File: src/rtl/serial_tx.sv
// serial_tx: valid/ready parallel-in, single-wire serial-out transmitter.
// Frame is start(0), DATA_W data bits LSB first, stop(1); each bit lasts CLK_DIV clocks.
module serial_tx #(
  parameter int unsigned DATA_W  = 8,
  parameter int unsigned CLK_DIV = 4
) (
  input  logic              clk,
  input  logic              rst_n,
  input  logic [DATA_W-1:0] tx_data,
  input  logic              tx_valid,
  output logic              tx_ready,
  output logic              tx_out,
  output logic              busy,
  output logic              frame_done
);

  localparam int unsigned DIV_W = (CLK_DIV > 1) ? $clog2(CLK_DIV) : 1;
  localparam int unsigned BIT_W = (DATA_W > 1) ? $clog2(DATA_W) : 1;
  localparam logic [DIV_W-1:0] DIV_LAST = DIV_W'(CLK_DIV - 1);
  localparam logic [BIT_W-1:0] BIT_LAST = BIT_W'(DATA_W - 1);

  typedef enum logic [1:0] {
    IDLE,
    START,
    DATA,
    STOP
  } state_t;

  state_t            state_q;
  logic [DIV_W-1:0]  div_cnt_q;
  logic [BIT_W-1:0]  bit_cnt_q;
  logic [DATA_W-1:0] shift_q;
  logic [DATA_W-1:0] shift_d;
  logic              tx_out_q;
  logic              frame_done_q;

  // Next data bit is taken from the shifted word so DATA_W=1 needs no special case.
  always_comb begin
    shift_d = shift_q >> 1;
  end

  always_ff @(posedge clk) begin
    if (!rst_n) begin
      state_q      <= IDLE;
      div_cnt_q    <= '0;
      bit_cnt_q    <= '0;
      shift_q      <= '0;
      tx_out_q     <= 1'b1;
      frame_done_q <= 1'b0;
    end else begin
      frame_done_q <= 1'b0;
      if (state_q == IDLE) begin
        if (tx_valid) begin
          shift_q   <= tx_data;
          state_q   <= START;
          div_cnt_q <= '0;
          tx_out_q  <= 1'b0;
        end
      end else if (div_cnt_q == DIV_LAST) begin
        div_cnt_q <= '0;
        case (state_q)
          START: begin
            state_q   <= DATA;
            bit_cnt_q <= '0;
            tx_out_q  <= shift_q[0];
          end
          DATA: begin
            if (bit_cnt_q == BIT_LAST) begin
              state_q  <= STOP;
              tx_out_q <= 1'b1;
            end else begin
              shift_q   <= shift_d;
              bit_cnt_q <= bit_cnt_q + BIT_W'(1);
              tx_out_q  <= shift_d[0];
            end
          end
          STOP: begin
            state_q      <= IDLE;
            frame_done_q <= 1'b1;
          end
          default: begin
            state_q <= IDLE;
          end
        endcase
      end else begin
        div_cnt_q <= div_cnt_q + DIV_W'(1);
      end
    end
  end

  assign tx_ready   = (state_q == IDLE);
  assign busy       = (state_q != IDLE);
  assign tx_out     = tx_out_q;
  assign frame_done = frame_done_q;

endmodule
File: config.mk
export PLATFORM = sky130hd
export DESIGN_NAME = serial_tx
export DESIGN_NICKNAME = d
export VERILOG_FILES = /design/src/rtl/serial_tx.sv
export SDC_FILE = /design/constraint.sdc
export NUM_CORES = 1
export LEC_CHECK = 0
export CORE_UTILIZATION = 27
export CTS_CLUSTER_SIZE = 25
export DETAILED_ROUTE_END_ITERATION = 10
export GPL_TIMING_DRIVEN = 0
export PLACE_DENSITY = 0.46
export SYNTH_ARGS = -nofsm -noshare
export SYNTH_HDL_FRONTEND = slang
export SYNTH_SLANG_ARGS = --single-unit
export TNS_END_PERCENT = 30
File: constraint.sdc
create_clock -name clk -period 1.8 [get_ports clk]
set_clock_uncertainty 0.2 [all_clocks]
set_input_delay 0.54 -clock clk [delete_from_list [all_inputs] [get_ports clk]]
set_output_delay 0.54 -clock clk [all_outputs]
set_load 0.01 [all_outputs]
# Word level (Yosys, flattened, before mapping)
# Index checks and enable logic that the tools add are counted.
[classes]
add_sub_neg = 2
multipliers = 0
n_div = 0
order_cmp = 0
n_eq_ne = 9
n_shift = 0
mux = 21
n_bitwise = 3
n_reduce_logical = 11
[op_table]
columns = ["op", "count"]
rows = [
  ["2-to-1 mux 8 bit", 5],
  ["2-to-1 mux 2 bit", 7],
  ["AND reduction 4 bit", 2],
  ["nonzero test 2 bit", 4],
  ["== test 2 bit, second input constant", 3],
  ["!= test 2 bit, second input constant", 3],
  ["case mux 3 bit (2 select lines)", 1],
  ["AND reduction 3 bit", 2],
  ["2-to-1 mux 1 bit", 5],
  ["case mux 2 bit (2 select lines)", 1],
  ["adder 3 x 1 -> 3 bit, second input constant", 1],
  ["== test 3 bit, second input constant", 1],
  ["2-to-1 mux 3 bit", 1],
  ["!= test 3 bit, second input constant", 1],
  ["NOT 1 bit", 3],
  ["nonzero test 3 bit", 1],
  ["OR reduction 3 bit", 1],
  ["adder 2 x 1 -> 2 bit, second input constant", 1],
  ["== test 2 x 1 -> 1 bit, second input constant", 1],
  ["zero test 2 bit", 1],
  ["case mux 1 bit (2 select lines)", 1],
]
[totals]
register_bits = 17
latchBits = 0
ram_bits = 0
rom_bits = 0
inputBits = 11
output_inout_bits = 4
elab_cells = 52
n_memories = 0

# Logic depth before layout (Yosys ltp)
[depth]
ltp_word = 5
ltp_mapped = 8

# Worst setup path after synthesis
# Ideal clock, no wire load.
[synth_timing]
kind = "register to register"
startpoint = "register state_q[0]"
endpoint = "register shift_q[0]"
setup_ns = 0.116
t_arrival_ns = 1.551
t_required_ns = 1.484
setup_slack_ns = -0.068
stages_incl_launch_ff = 9
n_path_buf = 3
synth_period_minus_slack_ns = 1.868
path_cell_list = "dfxtp_1 > inv_1 > ha_1 > buf_6 > and2_4 > buf_6 > or2_1 > buf_6 > o211a_1"
[synth_between]
elab_chain_len = 3
word_cells_on_any_way = 8
classes_between = "3 x eq/ne; 1 x mux; 4 x reduce/logical"
[synth_lines]
columns = ["item", "line", "source"]
rows = [
  ["start: declaration", "29", "state_t state_q;"],
  ["start signal: assignment", "44", "state_q <= IDLE;"],
  ["start signal: assignment", "55", "state_q <= START;"],
  ["start signal: assignment", "63", "state_q <= DATA;"],
  ["zero test 2 bit *", "--", ""],
  ["net tx_ready", "11", "output logic tx_ready,"],
  ["!= test 2 bit (no line) or nonzero test 2 bit (tied branches)", "--", ""],
  ["AND reduction 4 bit (no line)", "--", ""],
  ["end signal: assignment", "54", "shift_q <= tx_data;"],
  ["end signal: assignment", "72", "shift_q <= shift_d;"],
  ["end: declaration", "32", "logic [DATA_W-1:0] shift_q;"],
]
# The timed path passes the listed nets; every way through them passes the cells marked *.
# A chain may end at the register's enable or synchronous reset.

# Worst setup path after layout
[layout_timing]
startpoint = "register state_q[0]"
endpoint = "output busy"
[layout_between]
elab_chain_len = 1
[layout_lines]
columns = ["item", "line", "source"]
rows = [
  ["nonzero test 2 bit", "92", "assign busy = (state_q != IDLE);"],
  ["end: declaration", "13", "output logic busy,"],
]
# No other way between the ends.

==> metrics.md <==
| Metric | Value |
|---|---|
| Hold crit path type | `reg2reg` |
| H-tree depth | `1` |
| FMAX | `0.519 GHz` |
| Ant. Diodes | `0` |
| Final WL | `2020 um` |
| Row Count | `20` |
| Clock sinks | `17` |
| Failing checks | `setup timing` |
| Crit path max fanout | `2` |
| Combinational fraction of design power | `0.308` |
| Placed cell areas | `0.00112 mm2` |
| Worst-Margin Slew | `0.490 ns` |
| First-pass GRT wire length | `3470 um` |
| Die Y | `approximately 60 um` |
| CP arrival | `1.19 ns` |
| Number of remaining DRC errors | `0` |
| Sequential share of power | `0.471` |
| Unrepaired setup endpoints after global routing | `true` |
| GR Overflow Total | `0` |
| Period utilization | `1.07` |
| Synthesized cell area | `920 um2` |
| Post-synthesis instance total | `between 90 and 100` |
| Max-slew headroom | `0.673` |
| Initial cell density of the core | `0.292` |
| Startpoint Class | `register` |
| CTS clock-pin slew for the worst setup and hold paths | `0.09 ns` |
| Syn nets | `111` |
| Ys flop type | `dfxtp_1` |
| Vias in the first global route | `roughly 740` |
| Tot GR Track Use | `0.130` |
| Switching Fraction | `0.277` |
| Largest net degree at the start of global routing | `11` |
| Placer Congestion | `0.700` |
| Post-CTS Hold Fix Bufs | `0` |
| WS Path Type | `reg2out` |
| DR vias/cell | `~4.6` |
| Design area | `between 0.001 and 0.0015 mm2` |
| DR vias | `747` |
| Seq/Total Area, Yosys | `0.370` |
| WL/cell | `around 13 um` |
| Mapped Avg Cell Area | `9.89 um2` |
| Num CTS Buffers | `3` |
| Fin crit period | `between 1.5 and 2 ns` |
| Critical Path RT | `1.06 ns` |
| Final Max Tran Viols | `0` |
| Internal power | `658 uW` |
| CP endpoint kind | `output pin` |
| Die span in x | `approximately 60 um` |
| Initial antenna violation count | `0` |
| Die area | `0.00364 mm2` |
| Yosys cell types | `32` |
| Post-synthesis to final-layout area growth | `35.5%` |
| Clock Root Buffer | `clkbuf_4` |
| Net switching power | `252 uW` |
| Fin nets | `between 100 and 150` |
| Clock buffer depth | `2` |
| Fill count | `340` |
| EDFF count, synth | `0` |
| IO Count | `15` |
| FF+latch count, synth | `17` |
| Commonest non-fill, non-tap cells in the layout | `dfxtp_1, o21ai_0, clkdlybuf4s50_1` |
| Final setup violation count | `9` |
| YS warnings | `0` |
| Worst VDD drop | `280 uV` |
| Clock share of power | `0.221` |
| Total Neg Setup Slack | `-0.416 ns` |
| DR iter-0 viols | `12` |
| HPWL after DPL | `1340 um` |
| Share of cells above drive strength 1 | `0.256` |
| Core footprint | `0.00315 mm2` |
| Clk Latency, worst-skew pair | `0.29 ns` |
| CTS tree | `yes` |
| Fin. Hold Viols | `0` |
| Most common cell after layout, fill and taps aside | `dfxtp_1` |
| Status | `finished, violations left` |
| Static Leakage | `approximately 0.00057 uW` |
| Power per Cell Area | `730 mW/mm2` |
| Port-buffer cells | `13` |
| Post-DRT Antenna Nets | `0` |
| Max-Cap Viols | `0` |
| PnR worst setup slack | `-0.127 ns` |
| Fin util | `0.395` |
| Number of detailed-route iterations in the first pass | `4` |
| Post-synth ARST share | `0` |
-- kinds of logic after synthesis --
family          count (synthesis)  synth area share
compound gates                 27             0.218
fa+ha+maj                       7            0.0952
buf+inv                         9            0.0626
flops                          17             0.370
mux                             8            0.0871
simple gates                   25             0.167
-- through the flow --
step | setup slack (ns) | instances | hold slack, ns | power, uW
3_5_place_dp | -0.488 | 150 | 0.248 | 669
6_report | -0.127 | 161 | 0.257 | 909
2_1_floorplan | 0.00645 | 93 | 0.228 | 596
3_3_place_gp | -0.486 | 150 | 0.240 | 668
5_1_grt | -0.182 | 161 | 0.289 | 965
4_1_cts | -0.146 | 160 | 0.263 | 914
-- cells in the mapped netlist (2+ instances only) --
master    count  share of area
a21boi_0      3          0.024
and2_1        3          0.020
buf_6         3          0.037
dfxtp_1      17           0.37
ha_1          7          0.095
inv_1         3          0.012
mux2i_1       8          0.087
nand2_1       7          0.029
nand2b_1      2          0.014
nand4_1       2          0.014
nand4b_1      2          0.019
o211a_1       7          0.076
o21ai_0      10          0.054
-- layer usage --
metal	share of wire	track usage	up-vias
li1	-	-	385
met1	0.50	0.173	345
met2	0.45	0.203	15
met3	0.039	0.0384	2
met4	0.010	0.0399	0
met5	0	0	-
-- critical path, cell delays in order (launching register included) --
cell and delay [ns]:
dfxtp_2 0.35, inv_2 0.05, ha_4 0.15, buf_6 0.12, buf_8 0.11, clkinv_4 0.04, buf_6 0.08
-- final cells by class --
| type | count | area, um2 | area share |
|---|---|---|---|
| inverter | 3 | 16.3 | 0.0131 |
| tap | 44 | 55.1 | 0.0442 |
| sequential | 17 | 344 | 0.276 |
| multi-input combinational | 67 | 568 | 0.456 |
| timing repair buffer | 21 | 191 | 0.154 |
| clock buffer | 4 | 26.3 | 0.0211 |
| buffer | 5 | 45.0 | 0.0361 |
-- flip-flops by register name, indices dropped and copies added, names as in the netlist --
name / count
frame_done: 1
tx_out: 1
bit_cnt_q: 3
shift_q: 8
div_cnt_q: 2
state_q: 2
-- power by group through the flow --
stage	combinational, uW	clock (uW)	sequential, uW
finish	280	201	428
global route	307	224	433
CTS	274	212	428
detailed placement	232	0	437
global placement	231	0	437
floorplan	162	0	434
-- worst paths after layout --
kind / start / to / slack, ns / cells after the start
max: state_q[0] / busy / -0.13 / 6
min: shift_q[7] / shift_q[7] / 0.26 / 2
min reg2reg: shift_q[7] / shift_q[7] / 0.26 / 2
max reg2reg: state_q[0] / shift_q[4] / -0.02 / 8
-- timing repair --
action | in CTS | in global routing
pin swaps | 2 | 2
setup buffers | 7 | 1
resized for setup | 25 | 2
setup endpoints to repair | 12 | 10
(Power assumes the default switching activity.)
